==> config.mk <==
export PLATFORM = sky130hd
export DESIGN_NAME = mips_instr_encoder
export DESIGN_NICKNAME = d
export VERILOG_FILES = /design/src/rtl/mips_instr_encoder.sv
export SDC_FILE = /design/constraint.sdc
export NUM_CORES = 1
export LEC_CHECK = 0
export CORE_MARGIN = 3
export CORE_UTILIZATION = 30
export DETAILED_ROUTE_END_ITERATION = 8
export PLACE_DENSITY = 0.62
export SYNTH_ARGS = -nofsm -noshare
export SYNTH_HDL_FRONTEND = slang
export SYNTH_SLANG_ARGS = --single-unit
==> constraint.sdc <==
create_clock -name clk -period 1.7 [get_ports clk]
set_input_delay 0.51 -clock clk [delete_from_list [all_inputs] [get_ports clk]]
set_output_delay 0.51 -clock clk [all_outputs]
set_load 0.01 [all_outputs]
==> src/rtl/mips_instr_encoder.sv <==
`default_nettype none
// ---------------------------------------------------------------------------
// mips_instr_encoder: packs symbolic instruction descriptors into MIPS words
// and writes them to consecutive instruction-memory addresses from 0.
// Rev 1.0
// ---------------------------------------------------------------------------
module mips_instr_encoder #(
  parameter int DEPTH  = 64,
  parameter int ADDR_W = 6
) (
  input  logic              clk,
  input  logic              reset_n,
  input  logic              restart,
  input  logic              in_valid,
  output logic              in_ready,
  input  logic              in_last,
  input  logic [3:0]        op_sel,
  input  logic [4:0]        rs,
  input  logic [4:0]        rt,
  input  logic [4:0]        rd,
  input  logic [15:0]       imm,
  input  logic [25:0]       jaddr,
  output logic              imem_we,
  output logic [ADDR_W-1:0] imem_addr,
  output logic [31:0]       imem_wdata,
  output logic [ADDR_W:0]   count,
  output logic              done,
  output logic              err
);

  localparam logic [ADDR_W:0] LAST_CNT = (ADDR_W+1)'(DEPTH - 1);
  localparam logic [ADDR_W:0] CNT_ONE  = (ADDR_W+1)'(1);

  typedef enum logic [1:0] {
    S_ACCEPT = 2'd0,
    S_WRITE  = 2'd1,
    S_DONE   = 2'd2
  } state_e;

  state_e          state_q, state_d;
  logic [31:0]     wdata_q, wdata_d;
  logic            last_q, last_d;
  logic [ADDR_W:0] count_q, count_d;
  logic            err_q, err_d;

  logic [31:0]     enc_word;
  logic            enc_legal;

  always_comb begin
    enc_legal = 1'b1;
    enc_word  = 32'h0;
    case (op_sel)
      4'd0:    enc_word = {6'b000000, rs, rt, rd, 5'b00000, 6'b100000};
      4'd1:    enc_word = {6'b000000, rs, rt, rd, 5'b00000, 6'b100010};
      4'd2:    enc_word = {6'b000000, rs, rt, rd, 5'b00000, 6'b100100};
      4'd3:    enc_word = {6'b000000, rs, rt, rd, 5'b00000, 6'b100101};
      4'd4:    enc_word = {6'b000000, rs, rt, rd, 5'b00000, 6'b101010};
      4'd5:    enc_word = {6'b100011, rs, rt, imm};
      4'd6:    enc_word = {6'b101011, rs, rt, imm};
      4'd7:    enc_word = {6'b000100, rs, rt, imm};
      4'd8:    enc_word = {6'b001000, rs, rt, imm};
      4'd9:    enc_word = {6'b000010, jaddr};
      default: enc_legal = 1'b0;
    endcase
  end

  always_comb begin
    state_d  = state_q;
    wdata_d  = wdata_q;
    last_d   = last_q;
    count_d  = count_q;
    err_d    = err_q;
    in_ready = 1'b0;
    imem_we  = 1'b0;
    case (state_q)
      S_ACCEPT: begin
        // restart wins over the handshake, so the descriptor stays pending
        in_ready = ~restart;
        if (in_valid && in_ready) begin
          if (enc_legal) begin
            wdata_d = enc_word;
            last_d  = in_last;
            state_d = S_WRITE;
          end else begin
            err_d = 1'b1;
            if (in_last) state_d = S_DONE;
          end
        end
      end
      S_WRITE: begin
        imem_we = ~restart;
        count_d = count_q + CNT_ONE;
        state_d = (last_q || count_q == LAST_CNT) ? S_DONE : S_ACCEPT;
      end
      S_DONE: ;
      default: state_d = S_ACCEPT;
    endcase
    if (restart) begin
      state_d = S_ACCEPT;
      wdata_d = 32'h0;
      last_d  = 1'b0;
      count_d = '0;
      err_d   = 1'b0;
    end
  end

  always_ff @(posedge clk or negedge reset_n) begin
    if (!reset_n) begin
      state_q <= S_ACCEPT;
      wdata_q <= 32'h0;
      last_q  <= 1'b0;
      count_q <= '0;
      err_q   <= 1'b0;
    end else begin
      state_q <= state_d;
      wdata_q <= wdata_d;
      last_q  <= last_d;
      count_q <= count_d;
      err_q   <= err_d;
    end
  end

  // The write address is the number of words already written
  assign imem_addr  = count_q[ADDR_W-1:0];
  assign imem_wdata = wdata_q;
  assign count      = count_q;
  assign done       = (state_q == S_DONE);
  assign err        = err_q;

endmodule
`default_nettype wire

==> impl_metrics.csv, run 1 <==
group,metric,value,unit
synthesis,seq_area_frac_synth,46.7,%
setup_path,path_max_fanout,3,
final_layout,n_fill_cell,660,
global_routing,antenna_found_initial,0,
power,p_per_area,651,mW/mm^2
final_layout,nets,432,
synthesis,synth_most_common_cell,"dfrtp_1",
synthesis,synth_ff_type,"dfrtp_1",
timing,fmax,0.592,GHz
detailed_routing,avgRoutedWirePerCell,16.0,microns
timing,maxSlewViolCount,0,
clock_tree,path_clk_slew,0.08,ns
timing,setup_viol,0,
timing,fin_crit_sh,99.3,%
placement,dp_hpwl,5340,microns
synthesis,yosysUniqueCellTypes,37,
die,die_h,91.6,microns
setup_path,worst-path-buf-inv,1,
setup_path,endpoint_kind,"primary output",
min_path,hold_class,"in -> async",
global_routing,grt-busiest-layer,"met2",
synthesis,ys_ff_latch,41,
placement,post-place-cells,448,
die,start_util,31.7,%
detailed_routing,routed_via_density,5.02,
detailed_routing,wirelength,7410,microns
global_routing,met3_usage,4.14,%
synthesis,synth_warnings,0,
global_routing,use_met1,22.9,%
final_layout,drive_gt1_share,19.1,%
detailed_routing,drc,0,
global_routing,grt_use_total,17.5,%
die,die_area,0.00839,sq mm
setup_path,worst-setup-path-type,"reg -> out",
setup_path,cp_slowest_cell,"dfrtp_1",
synthesis,synthArstFlopShare,100,%
setup_path,worst-endpoint-arrival,1.18,ns
setup_path,slowest_delay,0.41,ns
synthesis,synth_edf_count,0,
placement,gp_congestion,0.830,
global_routing,grt_start_max_net_pins,42,
placement,io_buffer_count,113,
clock_tree,clkLatencyLatePin,0.30,ns
synthesis,yosys-top-cells-count,"dfrtp_1 (41), nor2_1 (40), nor3_1 (21)",
clock_tree,htree_levels,2,
synthesis,netlist_area,0.00220,sq mm
detailed_routing,drt_iter0_drc,113,
setup_path,crit_path_start_kind,"register",
global_routing,use_met2,28.5,%
clock_tree,root_buffer,"clkbuf_8",
run,max-cap-violations,0,
final_layout,syn_to_final_growth,69.4,%
outcome,status,"completed",
timing,rsz0062_at_grt,"yes",
clock_tree,cts_buffers,5,
synthesis,synthTopCellsByArea,"dfrtp_1 (47%), a221oi_1 (7.6%), nor2_1 (6.8%)",
timing,finalCriticalPeriod,1.69,ns
detailed_routing,ant_nets,0,
setup_path,required,1.19,ns
global_routing,grt-ovfl-total,0,
timing,fin_skew,0.00905,ns
detailed_routing,drt-pass1-iter-count,4,
global_routing,grt_pass1_vias,2317,
power,power,2430,uW
die,row_count,30,
timing,hold_viol,0,
power,power.leakage,0.00176,uW
clock_tree,cts_sinks,41,
synthesis,synthCells,237,
clock_tree,clk_path_buf_depth,2,
detailed_routing,num_vias,2318,
synthesis,avgSynthCellArea,9.28,sq um
die,die-width,91.6,microns
power,vdd.ir_drop.worst,285,uV
synthesis,syn_nets,304,
synthesis,synth_area_leader_cell,"dfrtp_1",
clock_tree,cts_tree,"yes",
die,core_area,0.00694,sq mm
setup_path,crit_chain,"and2b_1 > nor2b_4 > buf_6",
synthesis,synth_top_area_share,46.7,%
setup_path,path_delay_family,"flip-flops",
die,io_pins,115,
final_layout,finish.utilization,53.6,%
global_routing,grt_pass1_wl,11800,microns
timing,holdWs,0.139,ns
final_layout,diodes,0,
final_layout,fin_cells,462,
## metal layers
metal | part of all wire [%] | vias up | wire, microns
met5 | 0 | - | 0
met2 | 48 | 73 | 3540
li1 | - | 1126 | -
met1 | 45 | 1107 | 3350
met4 | 2.1 | 0 | 159
met3 | 4.9 | 12 | 364
## worst paths after layout
| path | start | end | slack (ns) | cells past startpoint |
|---|---|---|---|---|
| worst max-delay path | state_q[1] | imem_we | 0.01 | 3 |
| max in group asynchronous | reset_n | imem_wdata[25] | 1.09 | 2 |
| worst min register to register | err | err | 0.51 | 2 |
| worst min-delay path | reset_n | count[2] | 0.14 | 1 |
| min in group clk | err | err | 0.51 | 2 |
| worst max register to register | state_q[1] | state_q[1] | 0.09 | 5 |
## cells by family (layout without fill, tap and decap cells)
| family | after synthesis | in the layout | synth area share (%) |
|---|---|---|---|
| AO/OA/AOI/OAI | 60 | 61 | 20.4 |
| buffers and inverters | 33 | 161 | 8.48 |
| other | 1 | 1 | 0.171 |
| adder cells (fa/ha/maj) | 1 | 1 | 0.569 |
| AND/OR/NAND/NOR | 92 | 92 | 19.9 |
| XOR/XNOR | 5 | 5 | 1.99 |
| flip-flops | 41 | 41 | 46.7 |
| multiplexers | 4 | 4 | 1.82 |
## area by class of cell
class                      instances  area [sq um]  share of cell area [%]
timing repair buffer             148          1400                    37.5
multi-input combinational        164          1070                    28.8
sequential                        41          1030                    27.6
tap                               96           120                    3.22
clock buffer                       5          68.8                    1.85
inverter                           5          18.8                   0.504
clock inverter                     3          17.5                   0.470
## worst register-to-register path: stages (launching register included)
cell      delay [ns]
dfrtp_1         0.41
and2b_1         0.23
buf_4           0.16
nand3_2         0.11
or3_4           0.39
a221oi_2        0.23
## sequential cells by signal, summed over array words and instances, names as in the netlist
register,flops
imem_wdata,30
count,7
state_q,2
err,1
last_q,1
## metrics by stage
stage | setup TNS (ns) | setup slack (ns) | cell area [sq um]
4_1_cts | -0.0277 | -0.0277 | 3680
3_3_place_gp | -17.28 | -0.651 | 3560
6_report | 0 | 0.0121 | 3720
5_1_grt | -0.103 | -0.0558 | 3720
3_5_place_dp | -17.99 | -0.692 | 3560
2_1_floorplan | 0 | 0.0523 | 2200
## cell usage in the layout (no fill, tap or decap), types with 4 or more instances in the layout
master	synthesis	routed
a222oi_1	5	5
nand2_1	10	10
nor3_1	21	21
nand2b_1	4	4
inv_1	5	5
dfrtp_1	41	39
a221oi_1	19	16
clkbuf_8	0	5
buf_4	10	28
o21ai_0	6	5
mux2i_1	4	4
a211oi_1	9	8
clkdlybuf4s50_1	0	59
a21oi_1	12	12
buf_12	0	5
dlygate4sd2_1	0	47
nor2_1	40	39
## report_power, final
group          switching [uW]  internal, uW
clock                     371           284
sequential               36.4          1040
combinational             323           375
total                     730          1700
## timing repair
item,in CTS,in global routing
endpoints found under the setup margin,78,30
gates cloned,1,1
pin swaps,4,4
resized for setup,72,17
hold buffers,0,0
hold endpoints to repair,0,0
setup buffers,4,0
Note: power is estimated with default switching activity, not from simulation.
==> inputs of run 2 (changes only) <==
--- a/config.mk
+++ b/config.mk
@@ -9,6 +9,7 @@
 export CORE_UTILIZATION = 30
 export DETAILED_ROUTE_END_ITERATION = 8
 export PLACE_DENSITY = 0.62
+export SLEW_MARGIN = 20
 export SYNTH_ARGS = -nofsm -noshare
 export SYNTH_HDL_FRONTEND = slang
 export SYNTH_SLANG_ARGS = --single-unit
==> results of run 2 <==
Final layout, timing and power as in run 1 (identical DEF).
==> inputs of run 3 (changes only) <==
--- a/config.mk
+++ b/config.mk
@@ -7,6 +7,7 @@
 export LEC_CHECK = 0
 export CORE_MARGIN = 3
 export CORE_UTILIZATION = 30
+export CTS_CLUSTER_DIAMETER = 60
 export DETAILED_ROUTE_END_ITERATION = 8
 export PLACE_DENSITY = 0.62
 export SLEW_MARGIN = 20
==> results of run 3 <==
Final layout, timing and power as in run 1 (identical DEF).
